[config.mk]
export PLATFORM = sky130hd
export DESIGN_NAME = ks_sum_stage
export DESIGN_NICKNAME = d
export VERILOG_FILES = /design/src/rtl/ks_pkg.sv /design/src/rtl/ks_sum_logic.sv /design/src/rtl/ks_sum_stage.sv
export SDC_FILE = /design/constraint.sdc
export NUM_CORES = 1
export LEC_CHECK = 0
export BUFFER_PORTS_ARGS = -buffer_cell sky130_fd_sc_hd__buf_2
export CAP_MARGIN = 20
export CORE_UTILIZATION = 40
export CTS_CLUSTER_SIZE = 12
export DETAILED_ROUTE_END_ITERATION = 7
export PLACE_DENSITY = 0.67
export RECOVER_POWER = 25
export SLEW_MARGIN = 20
export SYNTH_ARGS = -nofsm -noshare
export SYNTH_HDL_FRONTEND = slang
export SYNTH_SLANG_ARGS = --single-unit
[constraint.sdc]
create_clock -name clk -period 1.4 [get_ports clk]
set_clock_uncertainty 0.1 [all_clocks]
set_input_delay 0 -clock clk [delete_from_list [all_inputs] [get_ports clk]]
set_output_delay 0 -clock clk [all_outputs]
set_load 0.02 [all_outputs]
[src/rtl/ks_pkg.sv]
// Shared width and result record for the Kogge-Stone adder sum stage.
package ks_pkg;

    localparam int KS_WIDTH = 16;

    // One registered adder result; the stage WIDTH must not exceed KS_WIDTH.
    typedef struct packed {
        logic [KS_WIDTH-1:0] sum;
        logic                cout;
        logic                ovf;
        logic                zero;
    } ks_result_t;

endpackage

[src/rtl/ks_sum_logic.sv]
// Final sum XOR row and flag generation behind the prefix tree.
// Purely combinational; no handshake.
module ks_sum_logic
    import ks_pkg::*;
#(
    parameter int WIDTH = KS_WIDTH
) (
    input  logic [WIDTH-1:0] i_p,
    input  logic [WIDTH-1:0] i_g,
    input  logic             i_cin,
    output ks_result_t       o_res
);

    logic [WIDTH-1:0] w_carry;
    logic [WIDTH-1:0] w_sum;

    // Carry into bit i is the group generate of bit i-1, or cin for bit 0.
    assign w_carry = {i_g[WIDTH-2:0], i_cin};
    assign w_sum   = i_p ^ w_carry;

    always_comb begin
        o_res      = '0;
        o_res.sum  = KS_WIDTH'(w_sum);
        o_res.cout = i_g[WIDTH-1];
        o_res.ovf  = i_g[WIDTH-1] ^ i_g[WIDTH-2];
        o_res.zero = ~|w_sum;
    end

endmodule

[src/rtl/ks_sum_stage.sv]
// Registered sum stage with a 2-entry skid buffer on a valid/ready interface.
// Latency 1 cycle, full throughput; in_ready comes straight from a flop.
module ks_sum_stage
    import ks_pkg::*;
#(
    parameter int WIDTH = KS_WIDTH
) (
    input  logic             clk,
    input  logic             rst_n,
    input  logic             in_valid,
    output logic             in_ready,
    input  logic [WIDTH-1:0] p_in,
    input  logic [WIDTH-1:0] g_grp,
    input  logic             cin,
    output logic             out_valid,
    input  logic             out_ready,
    output logic [WIDTH-1:0] sum,
    output logic             cout,
    output logic             ovf,
    output logic             zero
);

    ks_result_t w_res;
    logic       w_accept;
    logic       w_xfer;

    ks_result_t r_oreg;
    ks_result_t r_sreg;
    logic       r_o_vld;
    logic       r_s_vld;
    logic       r_in_rdy;

    ks_sum_logic #(
        .WIDTH (WIDTH)
    ) u_sum_logic (
        .i_p   (p_in),
        .i_g   (g_grp),
        .i_cin (cin),
        .o_res (w_res)
    );

    assign w_accept = in_valid && r_in_rdy;
    assign w_xfer   = r_o_vld && out_ready;

    // r_in_rdy always equals ~r_s_vld; kept as its own flop so in_ready has no logic in front.
    always_ff @(posedge clk or negedge rst_n) begin
        if (!rst_n) begin
            r_oreg   <= '0;
            r_sreg   <= '0;
            r_o_vld  <= 1'b0;
            r_s_vld  <= 1'b0;
            r_in_rdy <= 1'b1;
        end else if (!r_o_vld) begin
            if (w_accept) begin
                r_oreg  <= w_res;
                r_o_vld <= 1'b1;
            end
        end else if (!r_s_vld) begin
            if (w_accept && w_xfer) begin
                r_oreg <= w_res;
            end else if (w_accept) begin
                r_sreg   <= w_res;
                r_s_vld  <= 1'b1;
                r_in_rdy <= 1'b0;
            end else if (w_xfer) begin
                r_o_vld <= 1'b0;
            end
        end else if (w_xfer) begin
            r_oreg   <= r_sreg;
            r_s_vld  <= 1'b0;
            r_in_rdy <= 1'b1;
        end
    end

    assign in_ready  = r_in_rdy;
    assign out_valid = r_o_vld;
    assign sum       = r_oreg.sum[WIDTH-1:0];
    assign cout      = r_oreg.cout;
    assign ovf       = r_oreg.ovf;
    assign zero      = r_oreg.zero;

endmodule

* Word level (Yosys, flattened, before mapping)
Cells that the tools add are included.
** Word-level totals
- Flip-flop bits (word level) :: 41
- Latch bits :: 0
- Bits in writable memories :: 0
- Bits in read-only memories :: 0
- Output and inout port bits :: 21
- Word-level logic and storage cells :: 46
- Memories kept :: 0
** Cells by class
- Add/sub/neg operators :: 0
- Multiply operators :: 0
- Div/mod/pow operators :: 0
- Magnitude comparators :: 0
- Equality and inequality tests :: 4
- Shifts and indexed selects :: 0
- Multiplexer cells :: 17
- Bitwise logic cells :: 4
- Reductions and logical operators :: 10
** Operators by type and width (count)
- two-way mux 19 bit :: 5
- OR reduction 16 bit :: 1
- XOR 16 bit :: 1
- two-way mux 1 bit :: 12
- AND reduction 4 bit :: 2
- inequality test 2 bit (second input constant) :: 2
- nonzero test 2 bit :: 2
- logical AND 1 bit :: 3
- inequality test 3 x 1 -> 1 bit (second input constant) :: 1
- inequality test 3 bit (second input constant) :: 1
- AND reduction 3 bit :: 1
- inverter 1 bit :: 2
- logical NOT 1 bit :: 1
- XOR 1 bit :: 1

* Longest topological paths before layout
- Depth after elaboration :: 6
- Mapped depth :: 6
- Depth with buffers taken out :: 5

* By module
From an unflattened synthesis, not the netlist that was laid out.
** Second synthesis, totals
- Cells, all modules :: 140
- Area, all modules :: 2093.3 um^2
** By module, submodules not included
- ks_sum_stage :: times used 1, cells each 117, area each 1903.1 um^2, sequential area each 1027.2 um^2
- ks_sum_logic :: times used 1, cells each 23, area each 190.2 um^2, sequential area each 0.0 um^2

* Worst setup path after synthesis
No wires, ideal clock.
- Path type :: reg-to-reg
- From :: reg r_in_rdy, in the netlist in_ready
- To :: reg r_sreg[2] (netlist name)
- Setup time :: 0.125 ns
- Data arrival time :: 1.387 ns
- Required time :: 1.175 ns
- Path slack :: -0.212 ns
- Stages on the path, launching flop included :: 5
- Path buffers :: 1
- Cells stage by stage :: dfstp_2 nand2_1 nor3b_2 buf_6 mux2_2
** On the way
- Cells in the longest elaborated chain, start to end :: 4
** Ends and longest elaborated chain
- start, declared :: line ks_sum_stage.sv:31 : logic r_in_rdy;
- start signal, assigned :: line ks_sum_stage.sv:52 : r_in_rdy <= 1'b1;
- start signal, assigned :: line ks_sum_stage.sv:64 : r_in_rdy <= 1'b0;
- start signal, assigned :: line ks_sum_stage.sv:71 : r_in_rdy <= 1'b1;
- logical AND 1 bit * :: line ks_sum_stage.sv:42 : assign w_accept = in_valid && r_in_rdy;
- logical AND 1 bit :: line ks_sum_stage.sv:59 : if (w_accept && w_xfer) begin
- inverter 1 bit (no line)
- AND reduction 4 bit (no line) *
- end signal, assigned :: line ks_sum_stage.sv:62 : r_sreg <= w_res;
- end, declared :: line ks_sum_stage.sv:28 : ks_result_t r_sreg;
Every way passes the cells marked *; elsewhere a longest branch is shown, timed or not.
A chain may end at the register's enable or synchronous reset.

* Worst setup path in the final report
- From :: reg r_in_rdy, in the netlist in_ready
- To :: reg r_sreg[0] (netlist name)
The elaborated chain is that of the path after synthesis.

==> results_dict.tcl <==
set metrics [dict create \
    status "finished with violations" \
    violations "negative setup slack" \
    synth_area_mm2 0.00195 \
    start_util_pct 41.3 \
    switchingPower_mw 0.543 \
    rows 25 \
    antenna_found_initial 0 \
    insertion_delay_ps 290 \
    final_cell_mix "56 x buf_2, 38 x dfrtp_1, 37 x nand2_1, 24 x buf_4, 21 x o21ai_1" \
    tritoncts "built" \
    power_frac_clock_pct 35.9 \
    slowest_stage "dfstp_2" \
    pwr-share-seq_pct 50.8 \
    whs_path_depth 4 \
    cp.arrival_ps 1580 \
    rr_endpoint "r_sreg[0]$_DFFE_PN0P_" \
    leakage_nw 1.39 \
    die_y_um 71.9 \
    final-instance-count-excl-fill 362 \
    endpoint_kind "register" \
    path_cells "nand2_4 -> nor3b_4 -> buf_6 -> nor2_2 -> a31o_2" \
    routed_via_density 4.67 \
    rsz0062_at_grt "true" \
    whs_endpoint "r_sreg[17]$_DFFE_PN0P_" \
    crit_fanout 6 \
    layout.nets 331 \
    final_common_cell "buf_2" \
    r2r-start "in_ready$_DFFE_PN1P_" \
    maxSlewViolCount 0 \
    n_antenna_cell 0 \
    grt_max_degree 37 \
    io-pin-count 58 \
    multiInputGateArea_um2 883 \
    cts-root-buf "clkbuf_8" \
    start_kind "register" \
    antenna_left 0 \
    fillers 424 \
    p_per_area_mw_per_mm2 841 \
    period_share_pct 107 \
    reg2reg_depth 5 \
    max_freq_ghz 0.669 \
    h-tree-depth 2 \
    drc 0 \
    layout-drive-gt1-share_pct 45.4 \
    cts_buffers 5 \
    seqCellArea_mm2 0.00103 \
    timing.max_cap.violations 0 \
    min_path_type "in2reg" \
    grt_pass1_vias 1589 \
    tns_ps -1300 \
    grt-ovfl-total 0 \
    cts.sink_count 41 \
    rrSetupSlack_ps -100 \
    crit_type "reg2reg" \
    routed_wl_mm 4.31 \
    slew_headroom_pct 56.8 \
    syn_area_per_cell_um2 9.57 \
    first_pass_iters 4 \
    clkTransAtPathRegs_ps 80 \
    wl_per_cell_um 11.9 \
    hold_path.startpoint "p_in[14]" \
    cts_buffer_depth 2 \
    synth_nets 241 \
    area_growth_syn_to_layout_pct 41.9 \
    power_mw 2.33 \
    grt_util_all_layers_pct 18.2 \
    worstPathRequired_ps 1480 \
    comb_power_share_pct 13.4 \
    grt_pass1_wl_mm 7.12 \
    post-route-util_pct 58.6 \
    worst_pin_slew_ps 648 \
    max_stage_delay_ps 560 \
    final_hold_viol_count 0 \
    syn_inst 204 \
    ys_seq_elements 41 \
    period_needed_ps 1500 \
    setup_ws_ps -95.4 \
    core_area_mm2 0.00472 \
    yosysUniqueCellTypes 23 \
    io_buffer_count 57 \
    gp_congestion 0.741 \
    ir_drop_mv 0.390 \
    ys_warn_count 0 \
    dr_total_vias 1692 \
    swShare_pct 23.3 \
    drtIter0Drc 65 \
    dp.cells 345 \
    dp_hpwl_mm 3.12 \
    yosysSeqAreaShare_pct 52.6 \
    p_int_mw 1.79 \
    setup_viol 20 \
    die_x_um 71.9 \
    die_area_mm2 0.00516 \
]
synthesized netlist by cell type, drive strengths merged:
master  number  area, µm²
a21o         1       7.51
nand4        4       25.0
dfstp        1       26.3
a31oi        2       12.5
nand2       39        146
mux2         1       11.3
clkbuf       2       7.51
nor2        23       86.3
nor3b        1       12.5
a31o         1       8.76
a21oi       22        159
mux2i        1       10.0
nor2b        1       13.8
o21ai       36        180
buf         10       87.6
inv          2       7.51
xnor2       17        149
dfrtp       40       1000
worst max-delay path, delay by kind of cell (launching register included):
| kind | cells | cell delay (ps) |
|---|---|---|
| flip-flops | 1 | 560 |
| AO/OA/AOI/OAI | 1 | 200 |
| AND/OR/NAND/NOR | 3 | 330 |
| buffers and inverters | 1 | 190 |
state kept, by name, indices dropped and copies added, names as in the netlist:
signal     count
in_ready       1
zero           1
r_sreg        19
out_valid      1
ovf            1
sum           16
r_s_vld        1
cout           1
metrics by stage:
| step | hold WS [ps] | setup WS, ps | area [µm²] |
|---|---|---|---|
| after global placement | -76.2 | -36.0 | 2500 |
| after CTS | 25.5 | -64.2 | 2700 |
| final | 22.8 | -95.4 | 2770 |
| after detailed placement | -70.5 | -84.9 | 2500 |
| after floorplan | -396 | -172 | 2000 |
| after global routing | 37.1 | -160 | 2770 |
metal layers:
metal  vias up  track usage (%)  share of wire (%)
met1       784             23.3                 46
li1        861                -                  -
met4         0             7.19                1.9
met5         -                0                  0
met2        40             29.9                 49
met3         7             4.22                2.9
power by group through the flow:
stage | clock network, mW | registers, mW | logic, mW
global route | 0.908 | 1.18 | 0.346
CTS | 0.859 | 1.18 | 0.314
finish | 0.836 | 1.18 | 0.311
detailed placement | 0 | 1.21 | 0.302
floorplan | 0 | 1.21 | 0.113
global placement | 0 | 1.21 | 0.299
area by class of cell:
cell class	instances	area share, %
tap	67	3.03
clock buffer	7	3.48
clock inverter	1	0.181
inverter	2	0.271
multi-input combinational	149	31.9
timing repair buffer	95	24.0
sequential	41	37.2
worst max path at each step:
stage,from,endpoint,slack (ps),cells past startpoint
global placement,in_ready$_DFFE_PN1P_,r_sreg[10]$_DFFE_PN0P_,-40,6
CTS,in_ready$_DFFE_PN1P_,r_sreg[11]$_DFFE_PN0P_,-60,6
detailed placement,in_ready$_DFFE_PN1P_,r_sreg[11]$_DFFE_PN0P_,-80,6
global route,in_ready$_DFFE_PN1P_,r_sreg[0]$_DFFE_PN0P_,-160,5
floorplan,in_ready$_DFFE_PN1P_,r_sreg[2]$_DFFE_PN0P_,-170,4
finish,in_ready$_DFFE_PN1P_,r_sreg[0]$_DFFE_PN0P_,-100,5
logic make-up after synthesis:
logic type                after synthesis  synth area share, %
DFF                                    41                 52.6
and+or+nand+nor                        68                 14.6
buffers and inverters                  14                 5.26
muxes                                   2                 1.09
AOI/OAI and AO/OA                      62                 18.8
xor gates and xnor gates               17                 7.63
timing repair:
action	CTS	global route
hold buffers	5	0
endpoints found under the setup margin	19	37
gates cloned	1	1
buffers inserted	1	1
gates resized for setup	5	14
pin swaps	1	2
hold endpoints to repair	30	0
Note: power is estimated with default switching activity, not from simulation.
